## config.mk

```make
export PLATFORM = sky130hd
export DESIGN_NAME = noc_inject_arbiter
export DESIGN_NICKNAME = d
export VERILOG_FILES = /design/src/rtl/noc_inject_arbiter.sv
export SDC_FILE = /design/constraint.sdc
export NUM_CORES = 1
export LEC_CHECK = 0
export CORE_MARGIN = 3
export CORE_UTILIZATION = 60
export CTS_CLUSTER_SIZE = 16
export DETAILED_ROUTE_END_ITERATION = 6
export DONT_BUFFER_PORTS = 1
export GPL_TIMING_DRIVEN = 0
export PLACE_DENSITY_LB_ADDON = 0.05
export SLEW_MARGIN = 15
export SYNTH_ARGS = -nofsm -noshare
export SYNTH_HDL_FRONTEND = slang
export SYNTH_SLANG_ARGS = --single-unit
```

## constraint.sdc

```tcl
create_clock -name clk -period 11 [get_ports clk]
set_input_delay 2.2 -clock clk [delete_from_list [all_inputs] [get_ports clk]]
set_output_delay 2.2 -clock clk [all_outputs]
set_load 0.01 [all_outputs]
```

## src/rtl/noc_inject_arbiter.sv

```systemverilog
// noc_inject_arbiter: round-robin, packet-locked injection arbiter with per-VC credits.
// Define INJECT_STATS_EN to add per-requester flit counters and a stall counter.
module noc_inject_arbiter #(
    parameter int NUM_REQ   = 4,
    parameter int DATA_W    = 32,
    parameter int DEST_W    = 4,
    parameter int VC_W      = 1,
    parameter int NUM_VCS   = 2,
    parameter int BUF_DEPTH = 4
) (
    input  logic                               clk,
    input  logic                               rst,
    input  logic [NUM_REQ-1:0]                 req_valid,
    input  logic [NUM_REQ*DATA_W-1:0]          req_data,
    input  logic [NUM_REQ*DEST_W-1:0]          req_dest,
    input  logic [NUM_REQ*VC_W-1:0]            req_vc,
    input  logic [NUM_REQ-1:0]                 req_tail,
    output logic [NUM_REQ-1:0]                 req_ready,
    output logic [2+DATA_W+DEST_W+VC_W-1:0]    flit_out,
    output logic                               sendFlit,
    input  logic [VC_W:0]                      credit_in,
    output logic                               en_receiveCredit,
    output logic                               credit_err
`ifdef INJECT_STATS_EN
    ,
    output logic [NUM_REQ*16-1:0]              stat_flits,
    output logic [15:0]                        stat_stall
`endif
);

    localparam int CW  = $clog2(BUF_DEPTH + 1);
    localparam int IW  = (NUM_REQ > 1) ? $clog2(NUM_REQ) : 1;
    localparam int NVC = 2 ** VC_W;

    typedef enum logic {IDLE, LOCKED} state_t;

    state_t            state;
    logic [IW-1:0]     owner;
    logic [IW-1:0]     rrPtr;
    logic [DEST_W-1:0] lockDest;
    logic [VC_W-1:0]   lockVc;
    logic [CW-1:0]     credit [NUM_VCS];

    logic [DATA_W-1:0] reqData [NUM_REQ];
    logic [DEST_W-1:0] reqDest [NUM_REQ];
    logic [VC_W-1:0]   reqVc   [NUM_REQ];

    for (genvar g = 0; g < NUM_REQ; g++) begin : gUnpack
        assign reqData[g] = req_data[g*DATA_W +: DATA_W];
        assign reqDest[g] = req_dest[g*DEST_W +: DEST_W];
        assign reqVc[g]   = req_vc[g*VC_W +: VC_W];
    end

    // A VC index outside NUM_VCS never has credit.
    logic [NVC-1:0] vcOk;
    for (genvar v = 0; v < NVC; v++) begin : gVcOk
        if (v < NUM_VCS) begin : gLive
            assign vcOk[v] = credit[v] != '0;
        end else begin : gDead
            assign vcOk[v] = 1'b0;
        end
    end

    logic          grantHit;
    logic [IW-1:0] grantIdx;
    logic [IW-1:0] scan;

    always_comb begin
        grantHit = 1'b0;
        grantIdx = '0;
        scan     = '0;
        unique case (state)
            IDLE: begin
                for (int i = 0; i < NUM_REQ; i++) begin
                    scan = IW'((int'(rrPtr) + i) % NUM_REQ);
                    if (!grantHit && req_valid[scan] && vcOk[reqVc[scan]]) begin
                        grantHit = 1'b1;
                        grantIdx = scan;
                    end
                end
            end
            LOCKED: begin
                grantHit = vcOk[lockVc];
                grantIdx = owner;
            end
            default: ;
        endcase
    end

    logic              grantOk;
    logic              fire;
    logic              headFlit;
    logic              outTail;
    logic [DEST_W-1:0] outDest;
    logic [VC_W-1:0]   outVc;
    logic [DATA_W-1:0] outData;

    assign grantOk   = grantHit && !rst;
    assign fire      = grantOk && req_valid[grantIdx];
    assign req_ready = grantOk ? (NUM_REQ'(1) << grantIdx) : '0;
    assign headFlit  = (state == IDLE);
    assign outTail   = req_tail[grantIdx];
    assign outDest   = headFlit ? reqDest[grantIdx] : lockDest;
    assign outVc     = headFlit ? reqVc[grantIdx] : lockVc;
    assign outData   = reqData[grantIdx];

    assign en_receiveCredit = !rst;

    always_ff @(posedge clk) begin
        if (rst) begin
            state    <= IDLE;
            owner    <= '0;
            rrPtr    <= '0;
            lockDest <= '0;
            lockVc   <= '0;
            flit_out <= '0;
            sendFlit <= 1'b0;
        end else begin
            sendFlit <= fire;
            flit_out <= fire ? {1'b1, outTail, outDest, outVc, outData} : '0;
            if (fire) begin
                unique case (state)
                    IDLE: begin
                        rrPtr <= (grantIdx == IW'(NUM_REQ - 1)) ? '0 : grantIdx + 1'b1;
                        if (!outTail) begin
                            state    <= LOCKED;
                            owner    <= grantIdx;
                            lockDest <= outDest;
                            lockVc   <= outVc;
                        end
                    end
                    LOCKED: begin
                        if (outTail) state <= IDLE;
                    end
                    default: ;
                endcase
            end
        end
    end

    logic            crValid;
    logic [VC_W-1:0] crVc;
    logic [NUM_VCS-1:0] inc;
    logic [NUM_VCS-1:0] dec;

    assign crValid = credit_in[VC_W];
    assign crVc    = credit_in[VC_W-1:0];

    for (genvar v = 0; v < NUM_VCS; v++) begin : gCredEv
        assign inc[v] = crValid && (crVc == VC_W'(v));
        assign dec[v] = fire && (outVc == VC_W'(v));
    end

    // A return with no matching send while full means the network over-credited us.
    always_ff @(posedge clk) begin
        if (rst) begin
            for (int v = 0; v < NUM_VCS; v++) credit[v] <= CW'(BUF_DEPTH);
            credit_err <= 1'b0;
        end else begin
            for (int v = 0; v < NUM_VCS; v++) begin
                if (inc[v] && !dec[v]) begin
                    if (credit[v] == CW'(BUF_DEPTH)) credit_err <= 1'b1;
                    else credit[v] <= credit[v] + 1'b1;
                end else if (dec[v] && !inc[v]) begin
                    credit[v] <= credit[v] - 1'b1;
                end
            end
        end
    end

`ifdef INJECT_STATS_EN
    logic [15:0] statFlits [NUM_REQ];
    logic [15:0] statStall;

    always_ff @(posedge clk) begin
        if (rst) begin
            for (int i = 0; i < NUM_REQ; i++) statFlits[i] <= '0;
            statStall <= '0;
        end else begin
            for (int i = 0; i < NUM_REQ; i++) begin
                if (fire && grantIdx == IW'(i) && statFlits[i] != 16'hFFFF)
                    statFlits[i] <= statFlits[i] + 16'd1;
            end
            if (|req_valid && !fire && statStall != 16'hFFFF)
                statStall <= statStall + 16'd1;
        end
    end

    for (genvar g = 0; g < NUM_REQ; g++) begin : gStat
        assign stat_flits[g*16 +: 16] = statFlits[g];
    end
    assign stat_stall = statStall;
`endif

endmodule

```

==> results.toml <==
[run_status]
status = "complete, no violations"

[setup_path]
critPathBufInv = 5
worstPathRequired_ns = 8.80
critical_path_class = "primary input to output port"
critical_path.max_stage_delay_ns = 0.48
cp_top_family = "buffers and inverters"
slowest_stage = "mux4_2"
cp-start-kind = "primary input"
crit_arrival_ns = 5.59
end_kind = "output port"
crit_fanout = 11
crit_path_cell_trace = "mux4_2 > mux2i_2 > a21oi_1 > a41oi_1 > and2_1 > buf_6 > clkbuf_1 > clkbuf_1 > buf_1 > inv_1 > ha_1 > and2_1"

[finish]
fin_cells = 485
drive_gt1_share_pct = 6.78
final_common_cell = "a211oi_1"
antenna_cells = 0
nets = 580
fill_cells = 478
multi_input_area_um2 = 2310
final_cell_mix = "a211oi_1 (80), mux2i_1 (54), dfxtp_1 (50), and2_1 (42), clkbuf_1 (24)"
ff_latch_area_um2 = 1180
area_delta_synth_final_pct = 4.76

[floorplan]
fp.dieW_um = 84.6
top_level_ports = 206
fp-row-count = 27
design.core.area_um2 = 5740
start_util_pct = 64.5
dieArea_um2 = 7150
die_y_um = 84.6

[place]
place.port_buffers = 0
gp_congestion = 0.832
dpl.cell_count = 477
dp_hpwl_mm = 8.61

[route]
wirelength_mm = 10.6
drc_errors = 0
drt_iter0_drc = 130
drt.antenna.violating_nets = 0
route.vias.total = 3286
first_pass_iters = 5
detail_route.wl_per_cell_um = 22.0
viasPerCell = 6.78

[clock_network]
path_clk_slew_ns = 0.09
post_cts_buffers = 0
cts-hold-fix-buffers = 0
cts_root_buf = "clkbuf_8"
htree_num_levels = 2
clk_latency_ns = 0.31
ctsResizeCount = 0
cts.sinks = 56
cts_tree = "done"
cts_buffer_depth = 2
cts_buffers = 5

[power]
peakVddDrop_uv = 204
p_int_mw = 0.706
combPwrFrac_pct = 64.0
power.net_switching_mw = 0.711
switching_share_pct = 50.2
p_per_area_nw_per_um2 = 365
pwr-share-clk_pct = 8.0
p_leak_nw = 1.37
pwr-share-seq_pct = 28.0

[sta]
relSlewSlack_pct = 65.5
setup_tns_ns = 0
worst_pin_slew_ns = 0.518
grt_setup_unrepaired = "false"
setup_viol = 0
period_minus_slack_ns = 7.79
slew_violations = 0
period_share_pct = 70.8
clock_skew_ns = 0.0103
fmax_mhz = 128
final_hold_viol_count = 0

[global_routing]
grt_overflow = 0
grt_pass1_vias = 3357
grt_pass1_wl_mm = 16.7
grt_antenna_before_repair = 0
track_usage_pct = 28.7
grt_max_degree = 18

[min_path]
hp-class = "register to register"

[yosys]
synth_seq_cells = 56
synth_top_area_cell = "dfxtp_1"
synth.avg_cell_area_um2 = 9.15
synth_edf_count = 6
netlist.area_leader.share_pct = 27.0
yosys-top-cells-area = "dfxtp_1 (27%), a211oi_1 (16%), mux2i_1 (15%)"
synth.distinct_cells = 50
synth_flop_cell = "dfxtp_1"
synth-async-reset-ratio_pct = 0
netlist_area_um2 = 3700
synth-seq-area-share_pct = 31.9
yosysWarnings = 0
syn-num-nets = 573
netlist_instances = 405

[flow_run]
maxCapViolCount = 0
layout make-up:
class | instances | share of cell area (%)
Multi-Input combinational cell | 300 | 59.5
Sequential cell | 56 | 30.4
Clock buffer | 5 | 1.77
Inverter | 13 | 1.26
Clock inverter | 3 | 0.451
Tap cell | 72 | 2.32
Buffer | 36 | 4.22
worst paths after layout:
| check | start | end | slack [ns] | depth (start not counted) |
|---|---|---|---|---|
| setup / recovery | req_vc[3] | req_ready[2] | 3.21 | 12 |
| setup reg to reg | rrPtr[1]$_SDFFE_PP0P_ | credit[0][2]$_SDFFCE_PP1P_ | 6.70 | 14 |
| hold / removal | lockDest[1]$_SDFFE_PP0P_ | lockDest[1]$_SDFFE_PP0P_ | 0.51 | 2 |
| hold reg to reg | lockDest[1]$_SDFFE_PP0P_ | lockDest[1]$_SDFFE_PP0P_ | 0.51 | 2 |
worst min-delay path: cells and delay by family, from the launching register on:
| family | cells | cell delay [ns] |
|---|---|---|
| DFF | 1 | 0.32 |
| and+or+nand+nor | 1 | 0.10 |
| AOI/OAI and AO/OA | 1 | 0.05 |
registers in the layout (all words and copies together), names as in the netlist:
register,cells
credit,6
credit_err,1
flit_out,39
lockDest,4
lockVc,1
owner,2
rrPtr,2
state,1
cells by family (layout without fill, tap and decap cells):
logic type,after synthesis,in the layout,synth area share (%)
flops,56,56,31.9
buf+inv,49,57,5.74
simple gates,98,98,14.2
xor+xnor,3,3,0.709
mux,64,64,19.3
fa+ha+maj,8,8,2.90
compound gates,127,127,25.3
cells in the mapped netlist (3+ instances only):
library cell  count
and2_1           42
o21a_1            3
buf_2             5
mux2i_1          54
dfxtp_1          50
edfxtp_1          6
and3_1            3
a22oi_1           4
a211oi_1         80
ha_1              7
nand3_1           4
inv_1            11
clkbuf_1         24
nor3_1            3
buf_1             3
o21ai_0           4
nand2b_1          6
a21oi_1          13
nor2_1           21
o211ai_1          4
mux4_2            5
nand2_1          11
routing by layer:
layer	vias up	GRT usage (%)	routed length (µm)
li1	1538	-	-
met1	1561	34.5	4070
met2	162	50.2	5580
met3	25	6.77	740
met4	0	9.50	252
met5	-	0	0
power by group through the flow:
stage          Combinational, mW  Sequential (mW)  Clock [mW]
6_report                   0.907            0.396       0.114
5_1_grt                     1.01            0.404       0.122
4_1_cts                    0.906            0.398       0.114
3_5_place_dp               0.904            0.401           0
3_3_place_gp               0.881            0.402           0
2_1_floorplan              0.720            0.377           0
per-stage QoR:
step	utilization, %	hold WS (ns)	worst slack [ns]	power [mW]	area [µm²]
finish	67.6	0.508	3.21	1.42	3880
global route	67.6	0.541	2.89	1.53	3880
CTS	67.6	0.509	3.21	1.42	3880
detailed placement	66.1	0.495	3.23	1.30	3790
global placement	66.1	0.487	3.28	1.28	3790
floorplan	-	0.461	3.81	1.10	3700
(Power assumes the default switching activity.)
